**src/rtl/interval_timer_counter.sv**
```systemverilog
// Interval timer: prescaled start/stop/clear counter with binary and 3-digit BCD outputs.
// Optional lap capture is enabled with `define COUNTER_LAP_EN.
module interval_timer_counter #(
  parameter int unsigned CLK_HZ    = 100_000_000,
  parameter int unsigned TICK_HZ   = 1,
  parameter int unsigned WIDTH     = 16,
  parameter int unsigned LIMIT     = 99,
  parameter int unsigned AUTO_WRAP = 0
) (
  input  logic             CLK100MHZ,
  input  logic             reset,
  input  logic             clear,
  input  logic             start_stop,
  output logic [WIDTH-1:0] counter,
  output logic [11:0]      bcd,
  output logic             running,
  output logic             tick,
  output logic             done,
  output logic             wrap
`ifdef COUNTER_LAP_EN
  ,
  input  logic             lap,
  output logic [WIDTH-1:0] lap_value,
  output logic             lap_valid
`endif
);

  localparam int unsigned      DIV       = CLK_HZ / TICK_HZ;
  localparam int unsigned      PW        = $clog2(DIV);
  localparam logic [PW-1:0]    PRESC_MAX = PW'(DIV - 1);
  localparam logic [WIDTH-1:0] LIMIT_V   = WIDTH'(LIMIT);

  typedef enum logic [1:0] {S_IDLE, S_RUN, S_PAUSE, S_DONE} state_t;

  state_t           state_q, state_d;
  logic [PW-1:0]    presc_q, presc_d;
  logic [WIDTH-1:0] cnt_q, cnt_d;
  logic [11:0]      bcd_q, bcd_d;
  logic             tick_q, tick_d;
  logic             wrap_q, wrap_d;
  logic             ss_meta_q, ss_sync_q, ss_prev_q;
  logic             ss_edge;

  function automatic logic [11:0] bcd_inc(input logic [11:0] v);
    logic [11:0] r;
    r = v;
    if (r[3:0] == 4'd9) begin
      r[3:0] = '0;
      if (r[7:4] == 4'd9) begin
        r[7:4] = '0;
        r[11:8] = (r[11:8] == 4'd9) ? 4'd0 : r[11:8] + 4'd1;
      end else begin
        r[7:4] = r[7:4] + 4'd1;
      end
    end else begin
      r[3:0] = r[3:0] + 4'd1;
    end
    return r;
  endfunction

  assign ss_edge = ss_sync_q & ~ss_prev_q;

  always_comb begin
    state_d = state_q;
    presc_d = presc_q;
    cnt_d   = cnt_q;
    bcd_d   = bcd_q;
    tick_d  = 1'b0;
    wrap_d  = 1'b0;
    case (state_q)
      S_IDLE, S_PAUSE: if (ss_edge) state_d = S_RUN;
      S_RUN: begin
        if (presc_q == PRESC_MAX) begin
          presc_d = '0;
          tick_d  = 1'b1;
          if (cnt_q != LIMIT_V) begin
            cnt_d = cnt_q + WIDTH'(1);
            bcd_d = bcd_inc(bcd_q);
          end else if (AUTO_WRAP != 0) begin
            cnt_d  = '0;
            bcd_d  = '0;
            wrap_d = 1'b1;
          end else begin
            state_d = S_DONE;
          end
        end else begin
          presc_d = presc_q + PW'(1);
        end
        // A same-cycle toggle pauses after the tick; reaching DONE takes precedence.
        if (ss_edge && state_d == S_RUN) state_d = S_PAUSE;
      end
      S_DONE: begin
        if (ss_edge) begin
          state_d = S_RUN;
          cnt_d   = '0;
          bcd_d   = '0;
          presc_d = '0;
        end
      end
      default: state_d = S_IDLE;
    endcase
    if (clear) begin
      state_d = S_IDLE;
      presc_d = '0;
      cnt_d   = '0;
      bcd_d   = '0;
      tick_d  = 1'b0;
      wrap_d  = 1'b0;
    end
  end

  always_ff @(posedge CLK100MHZ or negedge reset) begin
    if (!reset) begin
      state_q   <= S_IDLE;
      presc_q   <= '0;
      cnt_q     <= '0;
      bcd_q     <= '0;
      tick_q    <= 1'b0;
      wrap_q    <= 1'b0;
      ss_meta_q <= 1'b0;
      ss_sync_q <= 1'b0;
      ss_prev_q <= 1'b0;
    end else begin
      state_q   <= state_d;
      presc_q   <= presc_d;
      cnt_q     <= cnt_d;
      bcd_q     <= bcd_d;
      tick_q    <= tick_d;
      wrap_q    <= wrap_d;
      ss_meta_q <= start_stop;
      ss_sync_q <= ss_meta_q;
      ss_prev_q <= ss_sync_q;
    end
  end

  assign counter = cnt_q;
  assign bcd     = bcd_q;
  assign tick    = tick_q;
  assign wrap    = wrap_q;
  assign running = (state_q == S_RUN);
  assign done    = (state_q == S_DONE);

`ifdef COUNTER_LAP_EN
  logic             lap_meta_q, lap_sync_q, lap_prev_q;
  logic [WIDTH-1:0] lap_value_q, lap_value_d;
  logic             lap_valid_q, lap_valid_d;

  // Capture the post-tick count so a same-cycle tick is included in the lap.
  always_comb begin
    lap_value_d = lap_value_q;
    lap_valid_d = lap_valid_q;
    if (lap_sync_q && !lap_prev_q) begin
      lap_value_d = cnt_d;
      lap_valid_d = 1'b1;
    end
    if (clear) begin
      lap_value_d = '0;
      lap_valid_d = 1'b0;
    end
  end

  always_ff @(posedge CLK100MHZ or negedge reset) begin
    if (!reset) begin
      lap_meta_q  <= 1'b0;
      lap_sync_q  <= 1'b0;
      lap_prev_q  <= 1'b0;
      lap_value_q <= '0;
      lap_valid_q <= 1'b0;
    end else begin
      lap_meta_q  <= lap;
      lap_sync_q  <= lap_meta_q;
      lap_prev_q  <= lap_sync_q;
      lap_value_q <= lap_value_d;
      lap_valid_q <= lap_valid_d;
    end
  end

  assign lap_value = lap_value_q;
  assign lap_valid = lap_valid_q;
`endif

endmodule

```
**config.mk**
```make
export PLATFORM = sky130hd
export DESIGN_NAME = interval_timer_counter
export DESIGN_NICKNAME = d
export VERILOG_FILES = /design/src/rtl/interval_timer_counter.sv
export SDC_FILE = /design/constraint.sdc
export NUM_CORES = 1
export LEC_CHECK = 0
export BUFFER_PORTS_ARGS = -buffer_cell sky130_fd_sc_hd__buf_2
export CAP_MARGIN = 15
export CORE_ASPECT_RATIO = 1.1
export CORE_MARGIN = 2
export CORE_UTILIZATION = 60
export DETAILED_ROUTE_END_ITERATION = 12
export PLACE_DENSITY = 0.88
export REMOVE_ABC_BUFFERS = 1
export SYNTH_ARGS = -nofsm -noshare
export SYNTH_HDL_FRONTEND = slang
export SYNTH_SLANG_ARGS = --single-unit
```
**constraint.sdc**
```tcl
create_clock -name CLK100MHZ -period 3.8 [get_ports CLK100MHZ]
set_input_delay 0.19 -clock CLK100MHZ [delete_from_list [all_inputs] [get_ports CLK100MHZ]]
set_output_delay 0.19 -clock CLK100MHZ [all_outputs]
set_load 0.005 [all_outputs]
```
==> impl_metrics.yaml <==
place:
  dp.final_hpwl_mm: 5.58
  portBuffers: 34
  place.gp.congestion: 0.849
synth:
  ys_ff_latch: 61
  yosys.area_share.simple_pct: 27.5
  yosys_warnings: 0
  muxShareOfSynthArea_pct: 1.57
  postSynthCellCount: 379
  synth_xor_area_share_pct: 1.25
  synth_fa_ha_area_share_pct: 2.85
  syn_area_sq_um: 3510
  synth_edf_count: 0
  synth_cell_types: 54
  yosysSeqAreaShare_pct: 43.5
  async_reset_ff_share_pct: 100
  avgSynthCellArea_sq_um: 9.25
  synth_top_family_by_area: "simple AND/OR/NAND/NOR gates"
  synth_compound_area_share_pct: 19.6
  synth_flop_cell: "dfrtp_1"
timing:
  finClkSkew_ps: 11.9
  period_minus_slack_ps: 2670
  worst_pin_slew_ps: 1010
  fin_tns_setup_ps: 0
  setup_viol: 0
  hold_slack_ps: -13.3
  timing.final.crit_share_pct: 70.2
  rsz0062_at_grt: "false"
  slew_violations: 0
  hold_violations: 4
  slew_headroom_pct: 32.7
  fmax_mhz: 375
clocking:
  cts_sinks: 61
  clk_latency_ps: 360
  clock_path_buffers: 2
  cts_resized: 0
  htreeDepth: 3
  path_clk_slew_ps: 70
  post-cts-setup-buffer-count: 0
  cts_root_buffer: "clkbuf_8"
  cts_tree: "built"
  numCtsBuffers: 9
  ctsHoldBuffers: 1
detailed_routing:
  drc_errors: 0
  vias: 3213
  drtIter0Drc: 200
  via_per_inst: 6.46
  drt-pass1-iter-count: 4
  detail-route-antenna-nets: 0
  drt-wirelength-per-cell_microns: 17.1
  wirelength_mm: 8.49
outcome:
  violations: "negative hold slack"
  status: "finished, violations left"
hold_path:
  hold_path.class: "in2async"
pwr:
  p_total_w: 0.00160
  vdd_drop_max_v: 0.000283
  power_density_nw_per_um2: 401
  leakage_nw: 1.70
floorplan:
  start_util_pct: 61.6
  ios: 36
  die_w_microns: 76.9
  dieArea_sq_um: 6470
  core_area_sq_um: 5700
  chipHeight_microns: 84.2
  row_count: 29
global_routing:
  grt.overflow.total: 0
  grt_usage_pct: 27.3
  antenna_found_initial: 0
  grt_pass1_wl_mm: 14.0
  grt_max_degree: 62
  grt_pass1_vias: 3048
cells_and_area:
  area_growth_pct: 13.8
  n_fill_cell: 451
  drive_gt1_share_pct: 16.9
  nNetsFinal: 427
  n_antenna_cell: 0
critical_path:
  crit_arrival_ps: 2890
  startpoint_type: "flip-flop"
  crit_required_ps: 4020
  path_max_fanout: 27
  end_kind: "flip-flop"
  path_class: "reg2reg"
run:
  drv_cap: 0
-- state kept, by name (all words and copies together) (netlist names) --
name       count
presc_q       27
counter       16
bcd           12
state_q        2
ss_meta_q      1
ss_prev_q      1
ss_sync_q      1
tick           1
-- layer usage --
metal / routed length [microns] / vias to the layer above / track usage, % / part of all wire, %
li1: - / 1505 / - / -
met4: 295 / 0 / 17.0 / 3.5
met3: 478 / 33 / 3.76 / 5.6
met2: 4270 / 121 / 46.7 / 50
met1: 3450 / 1554 / 32.6 / 41
met5: 0 / - / 0 / 0
-- cell usage in the layout (no fill, tap or decap), types with 4 or more instances in the layout --
cell	n
ha_1	8
inv_1	14
clkbuf_8	13
buf_4	5
o21ai_0	33
a21oi_1	31
and3_1	8
nand2_1	26
and4_1	7
or4_1	9
o211ai_1	5
or3_1	21
nand2b_1	4
nor2_1	21
nand4_1	11
mux2_2	4
o31ai_1	17
nor3_1	5
dfrtp_1	61
buf_2	34
and2_1	8
nand3_1	17
-- critical path, cell delays in order, from the launching register on --
cell,delay [ps]
dfrtp_1,410
ha_1,260
nor4bb_1,370
nand4_1,350
a31oi_4,710
or2_1,290
o21ai_0,140
-- cells by family after synthesis --
family          Yosys count
flops                    61
simple gates            163
xor+xnor                  5
compound gates          107
mux                       5
buf+inv                  29
other cells               1
fa+ha+maj                 8
-- cell usage after synthesis (3+ instances only) --
cell type | number | area (sq um)
nand2_1 | 26 | 97.6
nor2_1 | 21 | 78.8
or2_2 | 3 | 18.8
inv_1 | 14 | 52.6
o211ai_1 | 5 | 37.5
clkbuf_1 | 6 | 22.5
o2111ai_1 | 3 | 26.3
o21ai_0 | 33 | 165
or3_1 | 21 | 131
nand3_1 | 17 | 85.1
ha_1 | 8 | 100
and2_1 | 8 | 50.1
nand4_1 | 11 | 68.8
o22ai_1 | 3 | 18.8
mux2_2 | 4 | 45.0
dfrtp_1 | 61 | 1530
o31ai_1 | 17 | 128
buf_2 | 7 | 35.0
nand3b_1 | 3 | 22.5
nand4bb_1 | 3 | 33.8
a21oi_1 | 31 | 155
nor3_1 | 5 | 25.0
nor4_1 | 3 | 18.8
or4_1 | 9 | 67.6
and3_1 | 8 | 50.1
and4_1 | 7 | 61.3
nor2b_1 | 3 | 18.8
nand2b_1 | 4 | 25.0
xnor2_1 | 3 | 26.3
-- area by class of cell --
cell class / instances / area (sq um) / area share, %
clock buffer: 13 / 179 / 4.48
clock inverter: 3 / 65.1 / 1.63
inverter: 14 / 52.6 / 1.32
multi-input combinational: 289 / 1860 / 46.5
sequential: 61 / 1530 / 38.2
tap: 77 / 96.3 / 2.41
timing repair buffer: 40 / 218 / 5.45
-- where the power goes --
group | leakage, nW | internal (W) | switching [W] | total [W]
logic | 0.743 | 0.0000768 | 0.000104 | 0.000181
clock network | 0.126 | 0.000440 | 0.000262 | 0.000702
registers | 0.836 | 0.000679 | 0.0000381 | 0.000717
total | 1.70 | 0.00120 | 0.000404 | 0.00160
-- path summary, 6_finish.rpt --
check	start	endpoint	slack, ps	cells past startpoint
min in group CLK100MHZ	clear	state_q[1]	250	2
hold / removal	reset	counter[3]	-10	2
max in group asynchronous	reset	state_q[1]	3280	2
setup / recovery	counter[1]	counter[1]	1130	6
setup reg to reg	counter[1]	counter[1]	1130	6
hold reg to reg	ss_meta_q	ss_sync_q	350	0
-- per-stage QoR --
stage / utilization (%) / cells / instance area [sq um] / hold slack, ps / worst slack [ps]
global placement: 65.6 / 480 / 3740 / 299 / 1390
CTS: 70.1 / 497 / 3990 / 23.5 / 1210
floorplan: - / 364 / 3430 / -106 / 1500
global route: 70.1 / 497 / 3990 / 86.0 / 1040
detailed placement: 65.6 / 480 / 3740 / 300 / 1240
finish: 70.1 / 497 / 3990 / -13.3 / 1130
Note: power is estimated with default switching activity, not from simulation.
